[config.mk]
export PLATFORM = sky130hd
export DESIGN_NAME = bw_clk_cclk_mon
export DESIGN_NICKNAME = d
export VERILOG_FILES = /design/src/rtl/bw_clk_mon_pkg.sv /design/src/rtl/bw_clk_sync2.sv /design/src/rtl/bw_clk_cclk_mon.sv
export SDC_FILE = /design/constraint.sdc
export NUM_CORES = 1
export LEC_CHECK = 0
export BUFFER_PORTS_ARGS = -buffer_cell sky130_fd_sc_hd__buf_4
export CORE_MARGIN = 5
export CORE_UTILIZATION = 63
export CTS_BUF_LIST = sky130_fd_sc_hd__clkbuf_4 sky130_fd_sc_hd__clkbuf_8
export DETAILED_ROUTE_END_ITERATION = 8
export HOLD_SLACK_MARGIN = 0.02
export PLACE_DENSITY = 0.86
export SLEW_MARGIN = 40
export SYNTH_ARGS = -nofsm -noshare
export SYNTH_HDL_FRONTEND = slang
export SYNTH_SLANG_ARGS = --single-unit
[constraint.sdc]
create_clock -name rclk -period 5 [get_ports rclk]
set_input_delay 0 -clock rclk [delete_from_list [all_inputs] [get_ports rclk]]
set_output_delay 0 -clock rclk [all_outputs]
set_load 0.02 [all_outputs]
[src/rtl/bw_clk_mon_pkg.sv]
// bw_clk_mon_pkg: FSM state encoding and parameter legality check for the cclk monitor
package bw_clk_mon_pkg;
  typedef enum logic [1:0] {IDLE, ACQ, LOCKED, FAULT} state_e;
  localparam int MAX_CNT_W = 30;
  function automatic bit params_ok(int cnt_w, int min_per, int max_per, int lock_cnt, int timeout);
    return cnt_w >= 2 && cnt_w <= MAX_CNT_W && min_per >= 1 && min_per <= max_per &&
           max_per < timeout && timeout <= (1 << cnt_w) - 1 && lock_cnt >= 1;
  endfunction
endpackage

[src/rtl/bw_clk_sync2.sv]
// bw_clk_sync2: two-flop synchronizer with synchronous active-low reset to 0
module bw_clk_sync2 (
  input  logic rclk,
  input  logic rst_l,
  input  logic d,
  output logic q
);
  logic s1_q, s2_q;
  // shift the async input through two flops to settle metastability
  always_ff @(posedge rclk) begin
    if (!rst_l) begin
      s1_q <= 1'b0;
      s2_q <= 1'b0;
    end else begin
      s1_q <= d;
      s2_q <= s1_q;
    end
  end
  assign q = s2_q;
endmodule

[src/rtl/bw_clk_cclk_mon.sv]
// bw_clk_cclk_mon: measures cclk period in rclk cycles and reports lock, stuck and frequency faults
module bw_clk_cclk_mon
  import bw_clk_mon_pkg::*;
#(
  parameter int CNT_W    = 8,
  parameter int MIN_PER  = 4,
  parameter int MAX_PER  = 16,
  parameter int LOCK_CNT = 4,
  parameter int TIMEOUT  = 64
) (
  input  logic             rclk,
  input  logic             rst_l,
  input  logic             en,
  input  logic             cclk_in,
  input  logic             err_clr,
  output logic             lock,
  output logic             stuck_err,
  output logic             freq_err,
  output logic [CNT_W-1:0] period,
  output logic             period_vld
);
  localparam int GW = $clog2(LOCK_CNT + 1);
  if (!params_ok(CNT_W, MIN_PER, MAX_PER, LOCK_CNT, TIMEOUT)) begin : g_bad_params
    $error("bw_clk_cclk_mon: illegal parameter set");
  end
  state_e           state_q, state_d;
  logic [CNT_W-1:0] cnt_q, cnt_d, period_q, period_d;
  logic [GW-1:0]    good_q, good_d, good_inc;
  logic             s2, s3_q, first_seen_q, first_seen_d;
  logic             stuck_q, stuck_d, freq_q, freq_d, lock_q, lock_d, vld_q, vld_d;
  logic             act, rise, meas, in_rng, tmo, set_stuck, set_freq;
  bw_clk_sync2 u_sync (.rclk(rclk), .rst_l(rst_l), .d(cclk_in), .q(s2));
  // edge detect, period counter, acquisition FSM and next-state of all outputs
  always_comb begin
    act          = state_q == ACQ || state_q == LOCKED;
    rise         = s2 & ~s3_q;
    meas         = en && act && rise && first_seen_q;
    in_rng       = cnt_q >= CNT_W'(MIN_PER) && cnt_q <= CNT_W'(MAX_PER);
    tmo          = en && act && !rise && cnt_q == CNT_W'(TIMEOUT);
    good_inc     = good_q + GW'(1);
    cnt_d        = state_q == IDLE ? '0 : rise ? CNT_W'(1) : &cnt_q ? cnt_q : cnt_q + CNT_W'(1);
    first_seen_d = en && act && (first_seen_q || rise);
    state_d      = state_q;
    good_d       = '0;
    set_stuck    = 1'b0;
    set_freq     = 1'b0;
    case (state_q)
      IDLE:   state_d = en ? ACQ : IDLE;
      ACQ: begin
        good_d    = meas ? (in_rng ? good_inc : '0) : good_q;
        set_stuck = tmo;
        state_d   = tmo ? FAULT : (meas && in_rng && good_inc == GW'(LOCK_CNT)) ? LOCKED : ACQ;
      end
      LOCKED: begin
        set_stuck = tmo;
        set_freq  = !tmo && meas && !in_rng;
        state_d   = (set_stuck || set_freq) ? FAULT : LOCKED;
      end
      FAULT:  state_d = err_clr ? ACQ : FAULT;
      default: state_d = IDLE;
    endcase
    if (!en) state_d = IDLE;
    stuck_d  = set_stuck | (stuck_q & ~err_clr);
    freq_d   = set_freq | (freq_q & ~err_clr);
    period_d = meas ? cnt_q : period_q;
    vld_d    = meas;
    lock_d   = state_d == LOCKED;
  end
  // single register bank; reset returns every flop to its idle value
  always_ff @(posedge rclk) begin
    if (!rst_l) begin
      state_q      <= IDLE;
      cnt_q        <= '0;
      good_q       <= '0;
      s3_q         <= 1'b0;
      first_seen_q <= 1'b0;
      stuck_q      <= 1'b0;
      freq_q       <= 1'b0;
      lock_q       <= 1'b0;
      period_q     <= '0;
      vld_q        <= 1'b0;
    end else begin
      state_q      <= state_d;
      cnt_q        <= cnt_d;
      good_q       <= good_d;
      s3_q         <= s2;
      first_seen_q <= first_seen_d;
      stuck_q      <= stuck_d;
      freq_q       <= freq_d;
      lock_q       <= lock_d;
      period_q     <= period_d;
      vld_q        <= vld_d;
    end
  end
  assign lock       = lock_q;
  assign stuck_err  = stuck_q;
  assign freq_err   = freq_q;
  assign period     = period_q;
  assign period_vld = vld_q;
endmodule

==> results.rst <==
.. list-table::
   :header-rows: 1

   * - Metric
     - Value
   * - Peak per-stage delay on the critical path
     - around 0.55 ns
   * - Global Route Usage Sum
     - 18.69%
   * - Top fanout value on the critical path
     - 5
   * - Mean instance size in the synthesized netlist
     - between 8 and 9 um^2
   * - Most area-consuming cells after synthesis
     - dfxtp_1 44%, ha_1 7.6%, nand2_1 6.6%, a21boi_1 4.6%, nor2_1 3.4%
   * - Number of enable-type register cells in the synthesized netlist
     - 0
   * - TritonCTS Buffers
     - 5
   * - Worst-skew pair later-pin latency
     - 0.34 ns
   * - Overall overflow remaining after global route
     - 0
   * - Multi-input combinational cell area
     - roughly 660 um^2
   * - Chip Width
     - 55.60 um
   * - Final period utilization
     - between 40% and 50%
   * - Detailed Route Iter0 Violations
     - 36
   * - Library cell with the largest summed area after synthesis
     - dfxtp_1
   * - Post-layout power
     - 0.0003945 W
   * - Post-route DRC
     - 0
   * - Half-perimeter wire length after detailed placement
     - between 1.5 and 2 mm
   * - Synthesized flop and latch total
     - 29
   * - Total core area
     - between 1500 and 2000 um^2
   * - Final hold viol count
     - 0
   * - Drt wl/cell
     - between 10 and 15 um
   * - Outcome
     - finished clean
   * - Number of warnings reported in the yosys synthesis log
     - 0
   * - Upper clock frequency limit
     - approximately 400 MHz
   * - Number of levels in the clock H-tree
     - 2
   * - Arr. time, crit path
     - between 2 and 3 ns
   * - Worst Setup Path Type
     - reg2reg
   * - Vias per cell
     - about 5.6
   * - Total area of sequential cells
     - just under 600 um^2
   * - Capturing element type of the critical path
     - register
   * - Sequential element share of the synthesized area
     - roughly 44%
   * - Main synth FF type
     - dfxtp_1
   * - Smallest hold slack
     - 0.4481 ns
   * - Critical path, cell by cell
     - inv_1, ha_1, or3b_4, a211o_1, and3_1, o311a_1, dlygate4sd3_1
   * - Distinct cells, synth
     - 37
   * - Initial antenna violation count
     - 0
   * - Tightest Pin Transition
     - between 0.6 and 0.7 ns
   * - Count of max-cap constraint violations
     - 0
   * - Floorplan die area
     - ~3000 um^2
   * - Count of buffers inserted at the top-level ports
     - 16
   * - Diode insertion count for antenna repair
     - 0
   * - Max rail drop VDD
     - between 0.0002 and 0.00025 V
   * - Number of global-route vias before repair
     - 1005
   * - Worst slew margin relative to its limit
     - between 50% and 60%
   * - Final sum of negative setup slack
     - 0 ns
   * - Clock tree from TritonCTS
     - built
   * - Combined area of all synthesized cells
     - between 1000 and 1500 um^2
   * - Leakage Power
     - around 0.6 nW
   * - Maximum number of pins on one net before global-route repair
     - 20
   * - Wire length reported by the detailed router
     - ~2.8 mm
   * - Synth async-reset ratio
     - 0%
   * - Top-level I/O count
     - 17
   * - Global placer's final weighted congestion
     - roughly 0.86
   * - Area added between synthesis and finish
     - 18.62%
   * - Max Buffers Root-to-Sink
     - 2
   * - Final setup fails
     - 0
   * - Core Rows
     - 16
   * - Number of optimization iterations in the first detailed-route pass
     - 4
   * - Floorplan die height
     - around 56 um
   * - Setup repair after global routing missed its margin
     - no
   * - Cell with the biggest individual delay on the critical path
     - dlygate4sd3_1
   * - Cells after synthesis
     - roughly 150
   * - Number of fillers in the final layout
     - 147
   * - Maximum clock skew at final layout
     - ~0.009 ns
   * - Net Count, Synth
     - roughly 160
   * - Initial cell density of the core
     - 66.10%
   * - Net count reported at finish
     - ~190
   * - Clk Tree Root Cell
     - clkbuf_4
   * - Number of clock sinks seen by CTS
     - 29
   * - Worst min-delay path class
     - reg2reg
   * - Fraction of post-synthesis cell area in the top cell type by area
     - between 40 and 50%
   * - Proportion of layout cells with a drive suffix above 1
     - between 10 and 15%
   * - Wire length of the first global-routing pass
     - around 4.5 mm
   * - Remaining antenna violation count after routing
     - 0
   * - Worst path required time
     - between 5 and 6 ns
   * - Final count of pins violating max slew
     - 0
   * - P per Cell Area
     - 253.9 nW/um^2
   * - Shortest clock period the worst path allows after layout
     - roughly 2.5 ns
   * - Vias after detailed routing
     - roughly 1100
   * - Startpoint type of the worst setup path
     - register
   * - Clock-pin transition on the worst setup and hold timing paths
     - ~0.090 ns
==> final cells by class <==
type                    instances  area share, %
well taps                      27          2.174
flip-flops and latches         29          37.36
inverters                       8          1.932
repair buffers                 23          12.24
clock buffers                   6          2.899
clock inverters                 2         0.6441
multi-input cells             105          42.75
==> logic make-up (layout without fill, tap and decap cells) <==
family	Yosys count	in the layout	synth area share, %
mux	1	1	0.7641
simple gates	66	66	25.21
buf+inv	15	39	4.966
xor+xnor	3	3	2.006
compound gates	27	27	15.09
fa+ha+maj	8	8	7.641
flops	29	29	44.32
==> path summary, 6_finish.rpt <==
check | from | to | slack, ns | cells after the start
max reg2reg | cnt_q[0] | state_q[0] | 2.51 | 7
min | u_sync.s1_q | u_sync.q | 0.45 | 1
max | cnt_q[0] | state_q[0] | 2.51 | 7
min reg2reg | u_sync.s1_q | u_sync.q | 0.45 | 1
==> Yosys cell counts, types with 2 or more instances <==
cell type	number
nor3_1	5
a21oi_1	6
xor2_1	2
and3_1	2
a211o_1	2
nand2_1	23
nor2b_1	4
a21boi_1	8
o2111ai_1	2
ha_1	8
or3_1	3
nor2_1	12
nor4_1	2
nand4_1	2
dfxtp_1	29
inv_1	8
a31oi_1	2
and2_1	3
clkbuf_1	5
nand3_1	4
==> cells in the final DEF, fill, tap and decap left out, drive strengths merged, types with 3 or more instances in the layout <==
| master | synthesis | final |
|---|---|---|
| dfxtp | 29 | 29 |
| dlygate4sd3 | 0 | 7 |
| nand3 | 4 | 4 |
| nor3 | 5 | 5 |
| nand2 | 23 | 23 |
| or3 | 3 | 3 |
| nor2b | 4 | 4 |
| buf | 2 | 16 |
| a21boi | 8 | 8 |
| inv | 8 | 8 |
| ha | 8 | 8 |
| and2 | 3 | 3 |
| a21oi | 6 | 6 |
| nor2 | 12 | 12 |
| clkbuf | 5 | 6 |
==> metrics by stage <==
| step | setup WS [ns] | util (%) | cell area, um^2 | std cells |
|---|---|---|---|---|
| 6_report | 2.511 | 78.41 | 1554 | 200 |
| 3_5_place_dp | 3.077 | 72.10 | 1429 | 185 |
| 5_1_grt | 2.392 | 78.41 | 1554 | 200 |
| 3_3_place_gp | 3.144 | 72.10 | 1429 | 185 |
| 2_1_floorplan | 3.187 | - | 1310 | 149 |
| 4_1_cts | 2.528 | 78.41 | 1554 | 200 |
==> repair_timing <==
action | in CTS | in global routing
resized for setup | 0 | 0
hold buffers | 7 | 0
hold endpoints to repair | 17 | 0
buffers inserted | 0 | 0
==> where the power goes <==
group / total [W] / switching (W) / internal (W)
Sequential: 0.000234 / 0.00000129 / 0.000233
Clock: 0.000140 / 0.0000817 / 0.0000588
Combinational: 0.0000201 / 0.00000946 / 0.0000106
==> worst max-delay path, delay by kind of cell, from the launching register on <==
family | cells | cell delay, ns
flops | 1 | 0.36
fa+ha+maj | 1 | 0.12
simple gates | 2 | 0.60
compound gates | 2 | 0.68
buf+inv | 2 | 0.62
==> routing by layer <==
layer | up-vias | global-route usage (%) | part of all wire [%]
li1 | 560 | - | -
met1 | 509 | 21.59 | 44
met2 | 36 | 29.39 | 48
met3 | 8 | 8.353 | 5.9
met4 | 0 | 8.681 | 2.1
met5 | - | 0 | 0
==> registers in the layout, summed over array words and instances (netlist names) <==
| name | cells |
|---|---|
| cnt_q | 8 |
| first_seen_q | 1 |
| freq_err | 1 |
| good_q | 3 |
| lock | 1 |
| period | 8 |
| period_vld | 1 |
| s3_q | 1 |
| state_q | 2 |
| stuck_err | 1 |
| u_sync.q | 1 |
| u_sync.s1_q | 1 |
(Power assumes the default switching activity.)
